## src/rtl/ps2_cmd_ctrl.sv

```systemverilog
// ps2_cmd_ctrl: PS/2 host-to-keyboard command sequencer; optional phase timeout enabled by PS2_CMD_TIMEOUT_EN
module ps2_cmd_ctrl #(
    parameter int INHIBIT_CYCLES = 5000,
    parameter int TIMEOUT_CYCLES = 1000000,
    parameter int MAX_RETRY = 3
) (
    input  logic       Clk,
    input  logic       Reset,
    input  logic       psClk_in,
    input  logic       psData_in,
    output logic       psClk_oe,
    output logic       psData_oe,
    input  logic       cmd_valid,
    output logic       cmd_ready,
    input  logic [7:0] cmd_byte,
    input  logic       has_arg,
    input  logic [7:0] arg_byte,
    input  logic       rx_valid,
    input  logic [7:0] rx_byte,
    output logic       rx_consume,
    output logic       busy,
    output logic       done,
    output logic       err,
    output logic [1:0] err_code
);
    localparam logic [2:0] IDLE = 3'd0, INHIBIT = 3'd1, START = 3'd2, TX_BITS = 3'd3,
                           TX_ACK = 3'd4, WAIT_RESP = 3'd5, DONE = 3'd6, ERR = 3'd7;
    logic [2:0]  state;
    logic        clk_s1, clk_s2, clk_prev, dat_s1, dat_s2;
    logic        fall, resp, do_retry, can_retry, tmo_exp;
    logic [31:0] cnt;
    logic [7:0]  cur, arg, retry;
    logic        has_arg_q, arg_sent, data_oe;
    logic [3:0]  k;

    assign psClk_oe  = state == INHIBIT;
    assign psData_oe = data_oe && (state == START || state == TX_BITS);
    assign cmd_ready = state == IDLE;
    assign busy      = !(state == IDLE || state == DONE || state == ERR);
    assign done      = state == DONE;
    assign err       = state == ERR;

    // synchronise the pads and keep the previous clock sample for edge detection
    always_ff @(posedge Clk) begin
        if (Reset) {clk_s1, clk_s2, clk_prev, dat_s1, dat_s2} <= 5'b11111;
        else {clk_s1, clk_s2, clk_prev, dat_s1, dat_s2} <= {psClk_in, clk_s1, clk_s2, psData_in, dat_s1};
    end

    // decode falling edges, device responses and retry requests
    always_comb begin
        fall      = clk_prev & ~clk_s2;
        resp      = state == WAIT_RESP && rx_valid && (rx_byte == 8'hFA || rx_byte == 8'hFE);
        do_retry  = (state == TX_ACK && fall && dat_s2) || (state == WAIT_RESP && rx_valid && rx_byte == 8'hFE);
        can_retry = retry < 8'(MAX_RETRY);
    end

`ifdef PS2_CMD_TIMEOUT_EN
    logic [31:0] tmo;
    // phase timer: cleared while inhibiting (so it starts fresh in START) and on every device clock edge
    always_ff @(posedge Clk) begin
        if (Reset || fall || state == INHIBIT) tmo <= '0;
        else tmo <= tmo + 32'd1;
    end
    assign tmo_exp = (state == TX_BITS || state == TX_ACK || state == WAIT_RESP) &&
                     tmo == 32'(TIMEOUT_CYCLES - 1) && !fall && !resp;
`else
    assign tmo_exp = TIMEOUT_CYCLES < 0;
`endif

    // response bytes are consumed here so the scan-code path can drop them
    always_ff @(posedge Clk) begin
        if (Reset) rx_consume <= 1'b0;
        else rx_consume <= resp;
    end

    // command sequencer; retries and timeouts override the per-state next state
    always_ff @(posedge Clk) begin
        if (Reset) begin
            state     <= IDLE;
            cnt       <= '0;
            cur       <= '0;
            arg       <= '0;
            retry     <= '0;
            has_arg_q <= 1'b0;
            arg_sent  <= 1'b0;
            data_oe   <= 1'b0;
            k         <= '0;
            err_code  <= 2'b00;
        end else begin
            case (state)
                IDLE: if (cmd_valid) begin
                    cur       <= cmd_byte;
                    arg       <= arg_byte;
                    has_arg_q <= has_arg;
                    arg_sent  <= 1'b0;
                    retry     <= '0;
                    err_code  <= 2'b00;
                    cnt       <= '0;
                    state     <= INHIBIT;
                end
                INHIBIT: begin
                    cnt <= cnt + 32'd1;
                    if (cnt == 32'(INHIBIT_CYCLES - 1)) begin
                        data_oe <= 1'b1;
                        state   <= START;
                    end
                end
                START: begin
                    k     <= '0;
                    state <= TX_BITS;
                end
                TX_BITS: if (fall) begin
                    data_oe <= k < 4'd8 ? ~cur[k[2:0]] : k == 4'd8 ? ^cur : 1'b0;
                    k       <= k + 4'd1;
                    if (k == 4'd9) state <= TX_ACK;
                end
                TX_ACK: if (fall && !dat_s2) state <= WAIT_RESP;
                WAIT_RESP: if (rx_valid && rx_byte == 8'hFA) begin
                    if (has_arg_q && !arg_sent) begin
                        cur      <= arg;
                        arg_sent <= 1'b1;
                        retry    <= '0;
                        cnt      <= '0;
                        state    <= INHIBIT;
                    end else state <= DONE;
                end
                default: state <= IDLE;
            endcase
            if (do_retry) begin
                if (can_retry) begin
                    retry <= retry + 8'd1;
                    cnt   <= '0;
                    state <= INHIBIT;
                end else begin
                    err_code <= 2'b01;
                    state    <= ERR;
                end
            end
            if (tmo_exp) begin
                err_code <= 2'b10;
                state    <= ERR;
            end
        end
    end
endmodule
```

## config.mk

```make
export PLATFORM = sky130hd
export DESIGN_NAME = ps2_cmd_ctrl
export DESIGN_NICKNAME = d
export VERILOG_FILES = /design/src/rtl/ps2_cmd_ctrl.sv
export SDC_FILE = /design/constraint.sdc
export NUM_CORES = 1
export LEC_CHECK = 0
export BUFFER_PORTS_ARGS = -buffer_cell sky130_fd_sc_hd__buf_2
export CAP_MARGIN = 40
export CORE_MARGIN = 1
export CORE_UTILIZATION = 36
export CTS_BUF_LIST = sky130_fd_sc_hd__clkbuf_4
export CTS_CLUSTER_DIAMETER = 60
export DETAILED_ROUTE_END_ITERATION = 6
export RECOVER_POWER = 100
export REMOVE_ABC_BUFFERS = 1
export SYNTH_ARGS = -nofsm -noshare
export SYNTH_HDL_FRONTEND = slang
export SYNTH_SLANG_ARGS = --single-unit
export TNS_END_PERCENT = 50
```

## constraint.sdc

```tcl
create_clock -name Clk -period 2.7 [get_ports Clk]
set_clock_uncertainty 0.15 [all_clocks]
set_input_delay 0 -clock Clk [delete_from_list [all_inputs] [get_ports Clk]]
set_output_delay 0 -clock Clk [all_outputs]
set_load 0.1 [all_outputs]
```

After elaboration in Yosys (flattened, before gate mapping)
Index checks and enable logic that the tools add are counted.
W data, S select, Z words.
- register bits after elaboration: 74
- word-level logic and storage cells: 118
- reduce and logical (&&, ||, !) cells: 27
- $add $sub $neg: 3
- $lt $le $gt $ge: 3
- multiplexer cells: 43
- eq/ne operators: 23
- bitwise logic cells: 3
- operator list (operator ; number):
    $mux W32 ; 5
    $pmux W32 S3 ; 1
    $mux W8 ; 8
    $add A32 B1 Y32 const B ; 1
    $eq A32 B13 Y1 const B ; 1
    $pmux W8 S2 ; 2
    $mux W3 ; 9
    $pmux W3 S6 ; 1
    $eq A8 B8 Y1 const B ; 2
    $eq A3 B3 Y1 const B ; 4
    $ne A3 B2 Y1 const B ; 4
    $logic_and A1 B1 Y1 ; 9
    $add A8 B1 Y8 const B ; 1
    $eq A4 B4 Y1 const B ; 2
    $lt A8 B2 Y1 const B ; 1
    $mux W1 ; 8
    $mux W2 ; 4
    $pmux W4 S2 ; 1
    $reduce_xor A8 Y1 ; 1
    $eq A3 B2 Y1 const B ; 2
    $ne A2 B1 Y1 const B ; 3
    $reduce_and A6 Y1 ; 1
    $reduce_bool A2 Y1 ; 3
    $logic_or A1 B1 Y1 ; 5
    17 further kinds ; 23

Depth between registers and ports, before layout
- depth after elaboration: 7
- depth in mapped cells: 9
- gate-level depth less buffers: 7

Worst setup path after synthesis
No wires, ideal clock.
- path kind: reg-to-output
- start: register state[0]
- end: output port busy
- setup slack: -1542 ps
- path buffers: 1
- stages on the path, launching flop included: 4
- arrival time: 4092 ps
- required time: 2550 ps
- path through: dfxtp_1 clkbuf_1 nor3_1 a21oi_1
- cells in the longest elaborated chain, start to end: 4
- ends and longest elaborated chain (element ; line ; text):
    start, declared ; 28 ; logic [2:0] state;
    start signal, assigned ; 79 ; state <= IDLE;
    start signal, assigned ; 99 ; state <= INHIBIT;
    start signal, assigned ; 105 ; state <= START;
    $logic_not A3 Y1 ; -- ;
    via cmd_ready ; 14 ; output logic cmd_ready,
    $logic_or A1 B1 Y1 (2 in series) ; 39 ; assign busy = !(state == IDLE || state == DONE || state == ERR);
    $logic_not A1 Y1 ; 39 ;
    end, declared ; 21 ; output logic busy,
The timed path passes the listed nets, and every way through them passes these cells.

Worst setup path after layout
- start: register state[2]
- end: register state[2]
- cells in the longest elaborated chain, start to end: 6
- ends and longest elaborated chain (element ; line ; text):
    $eq A3 B3 Y1 ; 53, 90 ;
    $logic_and A1 B1 Y1 (2 in series) ; 53 ; do_retry = (state == TX_ACK && fall && dat_s2) || (state == WAIT_RESP && rx_valid && rx_byte == 8'hFE);
    $logic_or A1 B1 Y1 ; 53 ;
    $ne A3 B2 Y1 (no source line) (tied with other cells) ; -- ;
    $reduce_and A6 Y1 (no source line) ; -- ;
Parallel ways exist; a longest one is shown, timed or not.
A chain may end at the register's enable or synchronous reset.

==> metrics.md <==
| Metric | Value |
|---|---|
| Post_cts resized | `0` |
| Antenna diodes | `0` |
| CTS Buf Count | `9` |
| Leak | `1.57 nW` |
| Max_cap viols | `1` |
| Critical Path End Type | `register` |
| Mapped Avg Cell Area | `8.19 um^2` |
| Post-Route WL | `9.22 mm` |
| Fill count | `1001` |
| Drt first pass iters | `6` |
| Max Slew Vio Count | `39` |
| Layout Nets | `552` |
| Seq/Total Area, Yosys | `40.5%` |
| Final core occ | `45.9%` |
| Final Hold Viols | `0` |
| Crit Path Category | `reg -> reg` |
| Critical hold path startpoint | `rx_byte[5]` |
| FF-to-FF setup slack | `0.23 ns` |
| # setup viols final | `0` |
| Most common cell after layout, fill and taps aside | `dfxtp_1` |
| Critical path, cell by cell | `nand3b_1, nor3_1, a32oi_1, nor2_1, or2_2, clkbuf_4, o21ba_2` |
| CTS Sinks | `74` |
| Critical R2R Capture | `state[2]` |
| FF-to-FF Start | `state[2]` |
| R2r worst-path depth | `7` |
| Final HPWL DP | `6.08 mm` |
| Post-synthesis cell type count | `56` |
| WL/cell | `14.1 um` |
| Worst path top cell family by delay | `simple AND/OR/NAND/NOR gates` |
| Rel. slew slack | `-9.54%` |
| DRC viols | `0` |
| Row Count | `36` |
| DIE WIDTH | `103 um` |
| Initial core utilization | `37.3%` |
| WP data arrival | `2.64 ns` |
| Worst hold path type | `in -> reg` |
| Vias | `3520` |
| Yosys top cell area share | `40.5%` |
| Core Area | `9820 um^2` |
| CTS tree | `done` |
| Dominant cells by area after synthesis | `dfxtp_1, nand2_1, a311oi_1, a21oi_1, nor2_1` |
| Failing checks | `max-capacitance violations, max-slew violations` |
| CP bufs+invs | `1` |
| RSZ-0062 raised after global routing | `no` |
| First-pass GRT wire length | `15.4 mm` |
| Setup TNS | `0 ns` |
| Htree depth | `3` |
| Ys Warns | `0` |
| Largest net degree at the start of global routing | `40` |
| Max stage delay cell, worst path | `dfxtp_1` |
| Cells after synthesis | `447` |
| DR iter-0 viols | `206` |
| Dominant register cell in the synthesized netlist | `dfxtp_1` |
| Antenna violations before repair | `0` |
| WP data required | `2.87 ns` |
| Asr flop ratio synth | `0%` |
| Clk pin slew, worst setup/hold paths | `0.12 ns` |
| Clk_lat worst skew | `0.42 ns` |
| Cells on Worst Hold Path | `4` |
| Register area | `1480 um^2` |
| Synth Cell Area | `3660 um^2` |
| Hold Path Sink | `state[2]` |
| Clock root buffer | `clkbuf_4` |
| Die H | `103 um` |
| # IOs | `40` |
| Total grt overflow | `0` |
| Peak supply drop | `0.000421 V` |
| Vias in the first global route | `3329` |
| Crit-path max cell delay | `0.59 ns` |
| Max Root-Sink Buffers | `2` |
| Post-synth EDFFs | `0` |
| Max Freq | `0.405 GHz` |
| Die area | `10600 um^2` |
| Critical path launch point type | `register` |
| Period minus WS final | `2.47 ns` |
| PwrDens | `762 nW/um^2` |
| Synth-to-Final Area Change | `23.0%` |
| CP max FO | `33` |
| Via/cell ratio | `5.38` |
| Commonest non-fill, non-tap cells in the layout | `dfxtp_1, nand2_1, nor2_1` |
| Total Routing Usage GR | `18.6%` |
| Dominant cell type by area after synthesis | `dfxtp_1` |
| Share of cells above drive strength 1 | `15.0%` |
| Antenna Nets Post-Route | `0` |
| Yosys reg bits | `74` |
| Port buffer count | `39` |
| Multi-input logic area | `2030 um^2` |
| Slew @ Worst Pin | `1.64 ns` |
| Outcome | `complete, but fails checks` |
| Final Wtd Congestion | `0.794` |
| Final Cycle Share | `91.4%` |
cells in the mapped netlist, drive strengths merged, types with 11 or more instances:
master and n:
nand3 20, nor3 17, dfxtp 74, o21ai 15, nor4 11, a31oi 11
nand2 62, a21oi 36, a311oi 24, nor2 41, clkbuf 23
through the flow:
stage	std cells	hold slack, ns	area (um^2)	setup WS, ns	power (mW)
floorplan	418	-0.0809	3540	-1.80	2.21
global placement	603	0.0381	4010	0.289	2.60
detailed placement	603	0.0423	4010	0.261	2.61
CTS	654	0.0796	4520	0.241	3.47
global route	654	0.0889	4500	0.0762	3.64
finish	654	0.103	4500	0.233	3.43
how the worst max path moves through the flow:
| stage | startpoint | endpoint | slack [ns] | cells past startpoint |
|---|---|---|---|---|
| final | state[2] | state[2] | 0.23 | 7 |
| after global routing | state[2] | state[2] | 0.08 | 7 |
| after CTS | cnt[0] | state[0] | 0.24 | 7 |
| after detailed placement | cnt[0] | state[0] | 0.26 | 7 |
| after global placement | cnt[0] | state[0] | 0.29 | 7 |
| after floorplan | state[0] | retry[2] | -1.80 | 5 |
routing by layer:
layer | wire (um) | track usage (%) | vias to the layer above
met5 | 0 | 0 | -
met4 | 78 | 4.33 | 0
met3 | 251 | 4.54 | 5
met2 | 4550 | 33.5 | 55
met1 | 4340 | 22.3 | 1669
li1 | - | - | 1791
timing repair:
action                                 CTS  global route
hold buffers                            35             0
buffers inserted                         0             0
endpoints found under the hold margin   29             0
report_power, final:
part / leakage (nW) / switching [mW] / internal (mW)
registers: 0.601 / 0.0823 / 1.18
clock network: 0.0718 / 0.405 / 0.371
logic: 0.893 / 0.908 / 0.487
total: 1.57 / 1.40 / 2.04
worst min-delay path: stages:
cell and delay (ns):
buf_2 0.08, and4_1 0.22, a31oi_1 0.13, o21ba_2 0.21
state kept, by name, indices dropped and copies added (netlist names), 2 cells and up:
name and cells:
cnt 32, arg 8, state 3, k 4
retry 8, err_code 2, cur 8
cell families (layout without fill, tap and decap cells):
group           Yosys count  in the layout  share of synthesized area (%)
buf+inv                  34            108                           3.86
fa+ha+maj                 5              5                           1.71
mux                       3              3                           1.50
simple gates            207            207                           29.0
xor+xnor                  9              9                           2.15
compound gates          115            115                           21.3
flops                    74             74                           40.5
cell type report:
cell class | instances | share of cell area (%)
Sequential cell | 74 | 32.9
Clock inverter | 7 | 2.08
Inverter | 5 | 0.417
Multi-Input combinational cell | 339 | 45.2
Tap cell | 133 | 3.69
Clock buffer | 9 | 1.50
Timing Repair Buffer | 87 | 14.3
Power figures use the tool's default switching activity.
